## src/rtl/ahb_lite_master.sv

```systemverilog
// AHB-Lite single-word master: a command FIFO drives NONSEQ address phases, a data-phase register tracks the transfer in flight.
// Latency: a command pushed into an empty FIFO at edge N is NONSEQ in cycle N+1; its response pulses the cycle after its data phase completes.
// Backpressure: cmd_ready drops when the FIFO holds CMD_DEPTH entries; HREADY=0 holds the bus; responses have no back-pressure.
//
// Ports:
//   HCLK, HRESET                    clock, synchronous active-high reset
//   cmd_valid/ready/write/addr/wdata command push interface (valid-ready)
//   rsp_valid/write/rdata/err       one-cycle completion pulse, returned in command order
//   HADDR/HWRITE/HTRANS/HSIZE/HWDATA AHB-Lite master outputs
//   HRDATA/HREADY/HRESP             AHB-Lite slave responses
module ahb_lite_master #(
    parameter int CMD_DEPTH = 4
) (
    input  logic        HCLK,
    input  logic        HRESET,
    input  logic        cmd_valid,
    output logic        cmd_ready,
    input  logic        cmd_write,
    input  logic [31:0] cmd_addr,
    input  logic [31:0] cmd_wdata,
    output logic        rsp_valid,
    output logic        rsp_write,
    output logic [31:0] rsp_rdata,
    output logic        rsp_err,
    output logic [31:0] HADDR,
    output logic        HWRITE,
    output logic [1:0]  HTRANS,
    output logic [2:0]  HSIZE,
    output logic [31:0] HWDATA,
    input  logic [31:0] HRDATA,
    input  logic        HREADY,
    input  logic        HRESP
);
    localparam int PW = $clog2(CMD_DEPTH);
    localparam int CW = PW + 1;

    localparam logic [1:0] HTRANS_IDLE   = 2'b00;
    localparam logic [1:0] HTRANS_NONSEQ = 2'b10;

    // Command storage
    logic [31:0]          r_addr_mem  [CMD_DEPTH];
    logic [31:0]          r_wdata_mem [CMD_DEPTH];
    logic [CMD_DEPTH-1:0] r_write_mem;
    logic [PW-1:0]        r_rd_ptr;
    logic [PW-1:0]        r_wr_ptr;
    logic [CW-1:0]        r_count;

    // Data phase / response state
    logic        r_dp_vld;
    logic        r_dp_write;
    logic        r_cancel;
    logic [31:0] r_hwdata;
    logic        r_rsp_valid;
    logic        r_rsp_write;
    logic [31:0] r_rsp_rdata;
    logic        r_rsp_err;

    logic w_empty;
    logic w_push;
    logic w_accept;
    logic w_dp_done;

    assign w_empty   = (r_count == '0);
    // Readiness looks only at occupancy: a full FIFO refuses a push even on a popping edge.
    assign cmd_ready = (r_count < CW'(CMD_DEPTH)) && !HRESET;
    assign w_push    = cmd_valid && cmd_ready;

    // Head entry drives the address phase straight from storage; the cancel cycle
    // after the first ERROR beat forces IDLE while the head stays queued for re-issue.
    assign HTRANS    = (!w_empty && !r_cancel) ? HTRANS_NONSEQ : HTRANS_IDLE;
    assign HADDR     = w_empty ? 32'h0 : r_addr_mem[r_rd_ptr];
    assign HWRITE    = w_empty ? 1'b0  : r_write_mem[r_rd_ptr];
    assign HSIZE     = 3'b010;
    assign HWDATA    = r_hwdata;

    assign w_accept  = (HTRANS == HTRANS_NONSEQ) && HREADY;
    assign w_dp_done = r_dp_vld && HREADY;

    assign rsp_valid = r_rsp_valid;
    assign rsp_write = r_rsp_write;
    assign rsp_rdata = r_rsp_rdata;
    assign rsp_err   = r_rsp_err;

    // Storage needs no reset: emptiness is defined by the pointers and count.
    always_ff @(posedge HCLK) begin
        if (w_push) begin
            r_addr_mem[r_wr_ptr]  <= cmd_addr;
            r_wdata_mem[r_wr_ptr] <= cmd_wdata;
            r_write_mem[r_wr_ptr] <= cmd_write;
        end
    end

    always_ff @(posedge HCLK) begin
        if (HRESET) begin
            r_rd_ptr    <= '0;
            r_wr_ptr    <= '0;
            r_count     <= '0;
            r_dp_vld    <= 1'b0;
            r_dp_write  <= 1'b0;
            r_cancel    <= 1'b0;
            r_hwdata    <= 32'h0;
            r_rsp_valid <= 1'b0;
            r_rsp_write <= 1'b0;
            r_rsp_rdata <= 32'h0;
            r_rsp_err   <= 1'b0;
        end else begin
            // Power-of-two depth lets the pointers wrap by natural overflow.
            if (w_push)
                r_wr_ptr <= r_wr_ptr + PW'(1);
            if (w_accept)
                r_rd_ptr <= r_rd_ptr + PW'(1);
            case ({w_push, w_accept})
                2'b10:   r_count <= r_count + CW'(1);
                2'b01:   r_count <= r_count - CW'(1);
                default: r_count <= r_count;
            endcase

            // First ERROR beat (HRESP=1, HREADY=0) cancels the next address phase.
            r_cancel <= r_dp_vld && HRESP && !HREADY;

            // Acceptance overlaps completion of the previous data phase.
            if (w_accept) begin
                r_dp_vld   <= 1'b1;
                r_dp_write <= r_write_mem[r_rd_ptr];
                if (r_write_mem[r_rd_ptr])
                    r_hwdata <= r_wdata_mem[r_rd_ptr];
            end else if (w_dp_done) begin
                r_dp_vld <= 1'b0;
            end

            r_rsp_valid <= w_dp_done;
            if (w_dp_done) begin
                r_rsp_write <= r_dp_write;
                r_rsp_err   <= HRESP;
                r_rsp_rdata <= r_dp_write ? 32'h0 : HRDATA;
            end
        end
    end
endmodule

```

## config.mk

```make
export PLATFORM = sky130hd
export DESIGN_NAME = ahb_lite_master
export DESIGN_NICKNAME = d
export VERILOG_FILES = /design/src/rtl/ahb_lite_master.sv
export SDC_FILE = /design/constraint.sdc
export NUM_CORES = 1
export LEC_CHECK = 0
export CAP_MARGIN = 20
export CELL_PAD_IN_SITES_DETAIL_PLACEMENT = 0
export CELL_PAD_IN_SITES_GLOBAL_PLACEMENT = 1
export CORE_UTILIZATION = 35
export DETAILED_ROUTE_END_ITERATION = 10
export GPL_TIMING_DRIVEN = 0
export PLACE_DENSITY_LB_ADDON = 0.1
export SYNTH_ARGS = -nofsm -noshare
export SYNTH_HDL_FRONTEND = slang
export SYNTH_SLANG_ARGS = --single-unit
```

## constraint.sdc

```tcl
create_clock -name HCLK -period 4.8 [get_ports HCLK]
set_clock_uncertainty 0.15 [all_clocks]
set_input_delay 0.96 -clock HCLK [delete_from_list [all_inputs] [get_ports HCLK]]
set_output_delay 0.96 -clock HCLK [all_outputs]
set_load 0.02 [all_outputs]
```

== Word-level counts from Yosys, hierarchy flattened ==
Memories as Yosys holds them, arrays and structs flattened. A register that Yosys moved wholly into a read port is not among the register bits.
Index checks and enable logic that the tools add are counted.

* Memories: 2
* Input bits: 102
* Bits in writable memories: 256
* Output and inout bits: 106
* Word-level logic and storage cells: 56
* Bits in registers: 49

* Magnitude comparators: 4
* Reductions and logical operators: 16
* Multiplexer cells: 16
* $add $sub $neg: 4
* Eq/ne operators: 3

{| class="wikitable"
|+ Memories
! memory !! depth !! width !! rd ports !! clocked after memory_dff !! write ports !! RTL line !! source
|-
| r_addr_mem || 4 || 32 || 1 || 1 || 1 || 41 || <nowiki>logic [31:0] r_addr_mem [CMD_DEPTH];</nowiki>
|-
| r_wdata_mem || 4 || 32 || 1 || 1 || 1 || 42 || <nowiki>logic [31:0] r_wdata_mem [CMD_DEPTH];</nowiki>
|}

{| class="wikitable"
|+ Operators by type and width
! kind !! count
|-
| two-way mux 32 bit || 2
|-
| logical AND 1 bit || 8
|-
| two-way mux 1 bit || 7
|-
| < comparator 2 x 3 -> 1 bit (second input constant) || 2
|-
| two-way mux 2 bit || 3
|-
| case mux 3 bit (2 select lines) || 1
|-
| adder 2 x 1 -> 2 bit (second input constant) || 2
|-
| bitwise mux 4 bit || 1
|-
| == test 2 bit (second input constant) || 2
|-
| logical NOT 1 bit || 4
|-
| nonzero test 2 bit || 2
|-
| adder 3 x 1 -> 3 bit (second input constant) || 1
|-
| logical NOT 3 bit || 1
|-
| < comparator 3 bit (second input constant) || 1
|-
| subtractor 3 x 1 -> 3 bit (second input constant) || 1
|-
| binary-select mux 1 bit (select 2 bit) || 1
|-
| demux 1 bit (select 2 bit) || 1
|-
| == test 2 x 1 -> 1 bit (second input constant) || 1
|-
| >= comparator 2 x 1 -> 1 bit (second input constant) || 1
|-
| AND reduction 2 bit || 1
|}

== Depth between registers and ports, before layout ==
* Word-level depth: 8
* Gate-level depth with buffers: 9
* Mapped depth without buffers: 8

== Least setup slack after synthesis ==
No wires, ideal clock.

* Path kind: input to register
* From: input HRESET
* To: memory r_addr_mem[0][0], enable pin
* Path buffers: 1
* Library setup time: 0.430 ns
* Slack: 0.958 ns
* Cell stages on the path: 3
* Data required time: 4.220 ns
* Arrival time: 3.262 ns
* Cells stage by stage: clkbuf_1 -> nor3b_1 -> and2_1

* Word-level cells in the longest chain between the ends: 5

{| class="wikitable"
|+ Ends and longest elaborated chain
! what !! RTL line !! source
|-
| start, declared || 15 || <nowiki>input logic HRESET,</nowiki>
|-
| logical NOT 1 bit || 65 || <nowiki>assign cmd_ready = (r_count < CW'(CMD_DEPTH)) && !HRESET;</nowiki>
|-
| logical AND 1 bit || 65 ||
|-
| logical AND 1 bit || 66 || <nowiki>assign w_push = cmd_valid && cmd_ready;</nowiki>
|-
| two-way mux 1 bit || 86 || <nowiki>if (w_push) begin</nowiki>
|-
| two-way mux 1 bit (implied by the code) || 87 || <nowiki>r_addr_mem[r_wr_ptr] <= cmd_addr;</nowiki>
|-
| end, declared || 41 ||
|}

No other way between the ends.

== Final worst setup path ==
* From: register r_count[2]
* To: output HADDR[8]

* Word-level cells in the longest chain between the ends: 2

{| class="wikitable"
|+ Ends and longest elaborated chain
! what !! RTL line !! source
|-
| start, declared || 46 || <nowiki>logic [CW-1:0] r_count;</nowiki>
|-
| start signal, assigned || 113 || <nowiki>2'b10: r_count <= r_count + CW'(1);</nowiki>
|-
| start signal, assigned || 114 || <nowiki>2'b01: r_count <= r_count - CW'(1);</nowiki>
|-
| start signal, assigned || 115 || <nowiki>default: r_count <= r_count;</nowiki>
|-
| logical NOT 3 bit || 63 || <nowiki>assign w_empty = (r_count == '0);</nowiki>
|-
| two-way mux 32 bit || 71 || <nowiki>assign HADDR = w_empty ? 32'h0 : r_addr_mem[r_rd_ptr];</nowiki>
|-
| end, declared || 25 || <nowiki>output logic [31:0] HADDR,</nowiki>
|}

No other way between the ends.

==> metrics.txt <==
status complete, no violations; Sw Pwr 2.256 mW; CP endpoint kind output pin; hold depth 2; slew margin rel. 0.3474; share of cells above drive strength 1 0.1350; post-CTS resize count 0; YS warnings 0; Hold Crit Class reg2reg; Clock Latency Late Sink 520 ps; Clk pin slew, worst setup/hold paths 60 ps; Clock Sink Count 339; sequential area share after synthesis 0.7259; flop2flop setup slack 2180 ps; Seq cells post-synth 339; CP required 3690 ps; IR Drop Worst-Case VDD 0.3663 mV; fin crit period 4089 ps; buffer count from post-CTS setup fixing 0; total iterations of the first detailed-routing run 4; Worst setup SP type register; Rows 70; max layer used met5; sw frac 0.2743; Tot Pwr 8.226 mW; vias in the first global route 7378; Pint 5.970 mW; R2R Path End r_wdata_mem[3][10]; Antenna Nets Post-Route 0; Synth Cell Area 0.01293 mm²; Clock Path Buffers 3; via count 6928; Starting Density 0.3542; number of distinct library cells after synthesis 31; pwr/cell area 488.7 mW/mm²; routed len/inst 18.88 µm; fin area 0.01683 mm²; combinational share of power 0.251; max-capacitance violation count 0; Met2 Wirelength 13340 µm; largest net degree at the start of global routing 45; end of the worst hold path rsp_rdata[6]; Port-buffer cells 202; CTS hold repair buffers 0; r2r worst-path depth 3; worst setup path category reg2out; placed inst area 0.01567 mm²; Hold Startpoint rsp_rdata[6]; pin slew with the least headroom to its limit 976.8 ps; initial antenna violation count 2; H-tree depth 2; first-pass GRT wire length 43410 µm; CP max FO 10; Post-Syn Area per Cell 17.46 µm²; Die H 194.2 µm; Setup TNS 0 ps; drt initial violations 308; Finish-stage setup viols 0; io pins 208; final WL 28020 µm; wire length on met1 12260 µm; GRT Total Usage 0.1509; drc violations 0; fmax 244.6 MHz; r2r startpoint r_count[2]; Final Hold Viols 0; die width 194.2 µm; Core Area 0.03652 mm²; CTS tree yes; Worst EP arrival 2980 ps; met3 wire length 1933 µm; DP HPWL 17530 µm; RSZ-0062 raised after global routing no; period utilisation layout 0.8518; Syn Inst Count 741; Seq pwr share 0.417; root buffer cell clkbuf_16; clock share of power 0.332; Pleak 5.541 nW; CTS Buf Count 39; Remaining Overflow, GRT 0; vias per inst 4.668; total die area 0.03773 mm²; gpl congestion 0.7113; # nets final 1098; FILL cells 3215; fin. max-slew vios 0; Area Growth Syn to Fin 30.14%; Util after Layout 0.4609
-- worst max-delay path by stage --
stage | from | to | slack (ps) | depth (start not counted)
after floorplan | HRESET | r_addr_mem[0][0] | 960 | 3
after global placement | cmd_valid | r_wdata_mem[0][10] | -1030 | 3
after detailed placement | HRESET | cmd_ready | 790 | 5
after CTS | r_count[2] | HADDR[8] | 560 | 5
after global routing | r_count[2] | HADDR[17] | 360 | 5
final | r_count[2] | HADDR[8] | 710 | 5
-- logic make-up (layout without fill, tap and decap cells) --
kind of cell,count (synthesis),after routing,synth area share
mux,98,98,0.1388
compound gates,44,44,0.01780
xor+xnor,3,3,0.002032
flops,339,339,0.7259
buf+inv,58,330,0.02157
fa+ha+maj,6,6,0.006384
other cells,2,5,0.0005806
simple gates,191,191,0.08696
-- per-layer routing --
metal	GRT usage	vias up
met2	0.2443	160
li1	-	3296
met4	0.04115	2
met1	0.1943	3435
met3	0.04923	35
met5	0	-
-- power by group through the flow --
stage                     Clock (mW)  Combinational [mW]  Sequential (mW)
after floorplan                    0                1.15             3.57
after global placement             0                2.10             3.51
after detailed placement           0                2.10             3.50
after CTS                       2.82                2.12             3.43
after global routing            2.94                2.23             3.45
final                           2.73                2.06             3.43
-- cell usage in the layout, fill, tap and decap left out, types with 32 or more instances in the layout --
cell type and n:
nand2b_1 65, mux4_2 65, dfxtp_1 79, mux2i_1 32, nor2b_1 35, nand2_1 38, a21oi_1 39, clkbuf_16 41
clkdlybuf4s50_1 202, clkbuf_1 41, edfxtp_1 260, nand3b_1 32
-- critical path: stages, from the launching register on --
cell and delay, ps:
dfxtp_1 340, nor3_1 410, clkbuf_1 480, clkbuf_1 490, nor2b_1 150, clkdlybuf4s50_1 580
-- area by class of cell --
type	count	area, µm²	share of cell area
diodes	1	2.502	0.0001487
plain buffers	50	249.0	0.01479
clock buffers	53	1081	0.06422
clock inverters	13	80.08	0.004757
inverters	8	30.03	0.001784
multi-input cells	346	3284	0.1951
flip-flops and latches	339	9389	0.5578
well taps	468	585.6	0.03479
repair buffers	206	2132	0.1267
-- registers in the layout, summed over array words and instances, names as in the netlist, named ones only --
| register | cells |
|---|---|
| r_write_mem | 4 |
| rsp_valid | 1 |
| rsp_write | 1 |
| r_dp_write | 1 |
| r_rd_ptr | 2 |
| r_dp_vld | 1 |
| r_cancel | 1 |
| r_wr_ptr | 2 |
| rsp_err | 1 |
| rsp_rdata | 32 |
| r_count | 3 |
| r_wdata_mem | 128 |
| r_addr_mem | 128 |
| HWDATA | 32 |
-- metrics by stage --
| stage | setup slack (ps) | hold slack, ps | std cells |
|---|---|---|---|
| final | 711.1 | 299.3 | 1484 |
| after global routing | 356.9 | 320.2 | 1483 |
| after CTS | 555.7 | 302.5 | 1483 |
| after detailed placement | 794.6 | 294.8 | 1417 |
| after global placement | -1025 | 288.6 | 1413 |
| after floorplan | 957.6 | 316.5 | 743 |
-- synthesized netlist by cell type, drive strengths merged --
cell type,n,share of area
mux4,65,0.11
xor2,2,0.0014
nand2,38,0.011
a21oi,39,0.015
inv,8,0.0023
xnor2,1,0.00068
or4b,1,0.00077
nor3,2,0.00077
or4,1,0.00058
nor3b,2,0.0012
fa,1,0.0015
buf,20,0.011
clkbuf,30,0.0087
edfxtp,260,0.60
nand2b,65,0.031
nand3b,32,0.019
o31ai,4,0.0023
and2,5,0.0024
dfxtp,79,0.12
conb,2,0.00058
nor4,1,0.00048
mux2i,32,0.025
mux2,1,0.00087
ha,5,0.0048
nor2,8,0.0023
nor2b,35,0.017
or3,1,0.00048
o21ai,1,0.00039
Power figures use the tool's default switching activity.
==> edit 1, RTL diff (same flow settings) <==
Change the parameter `CMD_DEPTH` from 4 to 8.
--- a/src/rtl/ahb_lite_master.sv
+++ b/src/rtl/ahb_lite_master.sv
@@ -11,3 +11,3 @@
 module ahb_lite_master #(
-    parameter int CMD_DEPTH = 4
+    parameter int CMD_DEPTH = 8
 ) (
Formal check against the unedited RTL: not equivalent (a bounded check fails within 10 cycles, from zero or initial values and one cycle with HRESET high).
==> edit 1 against the unedited design <==
- die area rose by 77%
- area after synthesis increased by 78%
- global-route usage rose by 1.7 points
- first-iteration DRC count up 72%
- worst setup slack got worse by 490 ps
- routed wire length increased by 96%
- cell area increased by 72%
- sequential cell count is 264 higher
- count of clock-buffer cells in the layout rose by 37
- power is 70% higher
- combinational power grew 58%
- critical path type unchanged
- largest cell class unchanged
==> edit 1: results (changes against the unedited design) <==
Routing
  – Top sig layer: met5
  – DR vias/cell: 4.882 (+4.6%)
  – Initial DRT Pass Iterations: 4 (unchanged)
  – First-iteration detailed-routing DRC count: 529 (+72%)
  – M1 WL: 24190 um (+97%)
  – Met2 WL: 26970 um (+100%)
  – DR WL met3: 2540 um (+31%)
  – Routed len/inst: 22.98 um (+22%)

GRT
  – Vias in the first global route: 12.44k (+69%)
  – Largest net degree at the start of global routing: 23 (-49%)
  – Routing usage on met1: 0.2247 (+0.03043)
  – GRT Overall Usage: 0.1683 (+0.01745)
  – Met2 usage: 0.2770 (+0.03262)
  – Initial antenna violation count: 5 (+3)
  – First-pass GRT wire length: 82090 um (+89%)
  – Met3 Use GR: 0.03932 (-0.009907)

Synth
  – Number of synthesized flops with an enable pin: 520 (+100%)
  – Largest cells by area after synthesis: edfxtp_1, mux4_2, dfxtp_1
  – Sequential share of the synthesized area: 0.7488 (+0.02290)
  – Post-synth top cells: edfxtp_1, mux4_2, nor2_1, dfxtp_1, mux2i_1
  – Post-synth cell types: 35 (+13%)

Clock tree
  – Max Root-Sink Buffers: 3 (unchanged)
  – CTS buffer count: 66 (+69%)
  – H-tree depth: 3 (+1)
  – Worst skew pair latency: 590 ps (+70 ps)

Worst setup path
  – RR Startpoint: r_count[3]
  – Critical path data arrival time: 3470 ps (+490 ps)
  – Critical path's largest stage delay: 690 ps (+110 ps)
  – Reg2Reg Depth: 6 (+3)
  – Slowest-stage cell, CP: clkbuf_1

Worst hold path
  – Hold Path Origin: rsp_err
  – HP Class: flop to flop
  – Cells on Worst Hold Path: 2 (unchanged)

Outcome
  – Run status: completed

Power and ir drop
  – Power per cell area: 483.8 nW/um^2 (-1.0%)
  – P_leak: 0.009101 uW (+64%)

Placed design
  – Hpwl dp: 35920 um (+100%)
  – Gp weighted congestion: 0.6887 (-3.2%)
  – Placed Cells: 2270 (+60%)
  – Pre-CTS WS: 299.0 ps (-495.6 ps)

Finish
  – Fraction of layout cells with a size suffix above 1: 0.2060 (+0.07102)
  – Post-Layout Cell Count: 2389 (+61%)
  – Top Registers: r_addr_mem: 256 flops, r_wdata_mem: 256 flops
  – N_diodes: 0 (-1)

Timing
  – Max_slew headroom: 0.3505 (+0.003070)

Floorplanning
  – Die Wd: 258.8 um (+33%)
-- edit 1: cell count changes in the layout (fill, tap and decap cells not counted), moves of 8 or more --
cell | unedited run | this run
buf_16 | 4 | 12
buf_2 | 7 | 22
clkbuf_16 | 41 | 68
mux4_2 | 65 | 128
nor3b_1 | 2 | 34
mux2i_1 | 32 | 69
mux2_2 | 1 | 27
nand3b_1 | 32 | 1
edfxtp_1 | 260 | 520
nor2_1 | 8 | 109
nand2b_1 | 65 | 6
buf_12 | 0 | 14
nand2_1 | 38 | 11
clkbuf_1 | 41 | 52
-- edit 1: final cells by class --
type	instances	area share
repair buffers	232	0.09315
plain buffers	73	0.01316
multi-input cells	505	0.1897
clock inverters	29	0.006623
flip-flops and latches	603	0.5977
inverters	2	0.0002597
clock buffers	90	0.06242
well taps	855	0.03701
-- edit 1: logic make-up after synthesis --
| family | Yosys count | synth area share |
|---|---|---|
| AO/OA/AOI/OAI | 46 | 0.01052 |
| multiplexers | 230 | 0.1710 |
| other | 2 | 0.0003255 |
| flip-flops | 603 | 0.7488 |
| adder cells (fa/ha/maj) | 5 | 0.002711 |
| buffers and inverters | 75 | 0.01681 |
| XOR/XNOR | 6 | 0.002278 |
| AND/OR/NAND/NOR | 214 | 0.04761 |
-- edit 1: worst max-delay path: cells and delay by family, from the launching register on --
kind / cells / cell delay [ps]
buf+inv: 3 / 1870
mux: 2 / 420
flops: 1 / 310
simple gates: 1 / 270
-- edit 1: report_power, final --
part	internal [uW]	switching [uW]	total [uW]
sequential	5900	91.0	5990
clock	2700	2030	4730
combinational	1550	1710	3260
total	10200	3830	14000
-- edit 1: worst paths after layout --
check / end / slack (ps)
worst min register to register: rsp_err / 300
worst min-delay path: rsp_err / 300
worst max-delay path: HADDR[21] / 220
worst max register to register: r_wdata_mem[5][19] / 1580
==> edit 2, RTL diff (same settings) <==
Without the edit above. Make the reset (`HRESET`) asynchronous in one clocked block. Comments in the files are not updated.
--- a/src/rtl/ahb_lite_master.sv
+++ b/src/rtl/ahb_lite_master.sv
@@ -92,3 +92,3 @@
 
-    always_ff @(posedge HCLK) begin
+    always_ff @(posedge HCLK or posedge HRESET) begin
         if (HRESET) begin
Function: differs if HRESET is asserted again (counterexample within 4 cycles, from zero or initial values and one cycle with HRESET high); with HRESET held inactive, the same outputs for 4 cycles.
==> edit 2 against the unedited design <==
- final cell count down 6.5%
- core utilization rose by 0.90 points
- area after synthesis down 0.58%
- cell area about the same
- sequential cell count down 2
- global-route usage is 0.16 points higher
- register-to-register slack better by 200 ps
- power grew 25%
- routed wire length shrank 1.0%
- synthesized cell count is 13% lower
- fmax rose by 1.6%
- worst setup slack gained 66 ps
- highest routed layer unchanged
==> edit 2: results (changes against the unedited design) <==
Worst setup path
  – RR Endpoint: r_count[2]
  – Slowest-stage cell, CP: buf_1
  – Critical path's largest stage delay: 610 ps (+30 ps)
  – Internal reg-to-reg setup slack: 2380 ps (+200 ps)

Synth
  – Post-synth cell types: 30 (-3.2%)
  – Sequential share of the synthesized area: 0.7570 (+0.03109)
  – Async set-reset flop share out of synthesis: 0.2285 (+0.2285)
  – Post-synth top cells: edfxtp_1, dfrtp_1, nand2_1, mux4_2
  – Post-Synth XOR/XNOR Area: 0.004086 (+0.002055)

Timing
  – Max_slew headroom: 0.4794 (+0.1320)
  – Hold WS: 336.8 ps (+37.50 ps)

Placed design
  – Hpwl dp: 17560 um (+0.14%)
  – Dpl cell area: 15640 sq um (-0.22%)

Power and ir drop
  – Switch Pwr: 3113 uW (+38%)
  – P_int: 7195 uW (+21%)
  – Worst VDD drop: 352.5 uV (-3.8%)

Routing
  – Met2 WL: 13610 um (+2.1%)
  – DR WL met3: 1819 um (-5.9%)
  – DR vias/cell: 4.758 (+1.9%)
  – Routed len/inst: 20.00 um (+5.9%)
  – DRT Wirelength: 27740 um (-1.0%)

Finish
  – Nets: 1005 (-8.5%)
  – Layout area overhead: 30.92%
  – Layout fillers: 3071 (-4.5%)
  – Fraction of layout cells with a size suffix above 1: 0.1847 (+0.04969)
  – N_diodes: 0 (-1)

GRT
  – Vias in the first global route: 7395 (+0.23%)
  – First-pass GRT wire length: 43710 um (+0.68%)
  – Routing usage on met1: 0.1895 (-0.004755)
  – Met2 usage: 0.2571 (+0.01278)
  – Largest net degree at the start of global routing: 55 (+22%)

Worst hold path
  – Hold Path Origin: rsp_rdata[29]
  – Hold Path End: rsp_rdata[29]

Outcome
  – Run status: completed
==> edit 2: worst max-delay path by stage <==
| stage | from | end | slack, ps | cells after the start |
|---|---|---|---|---|
| finish | r_rd_ptr[1] | HADDR[22] | 780 | 5 |
| detailed placement | HREADY | r_count[2] | 1140 | 9 |
| global placement | HRESET | r_addr_mem[2][7] | -580 | 3 |
| global route | r_rd_ptr[1] | HADDR[22] | 560 | 5 |
| CTS | r_rd_ptr[1] | HADDR[22] | 640 | 5 |
| floorplan | HRESET | r_addr_mem[0][0] | 1190 | 2 |
==> edit 2: final cells by class <==
| cell class | instances | area share |
|---|---|---|
| clock buffer | 51 | 0.06317 |
| clock inverter | 19 | 0.008101 |
| timing repair buffer | 208 | 0.1289 |
| sequential | 337 | 0.5782 |
| multi-input combinational | 264 | 0.1712 |
| inverter | 11 | 0.002601 |
| buffer | 36 | 0.01360 |
| tap | 461 | 0.03426 |
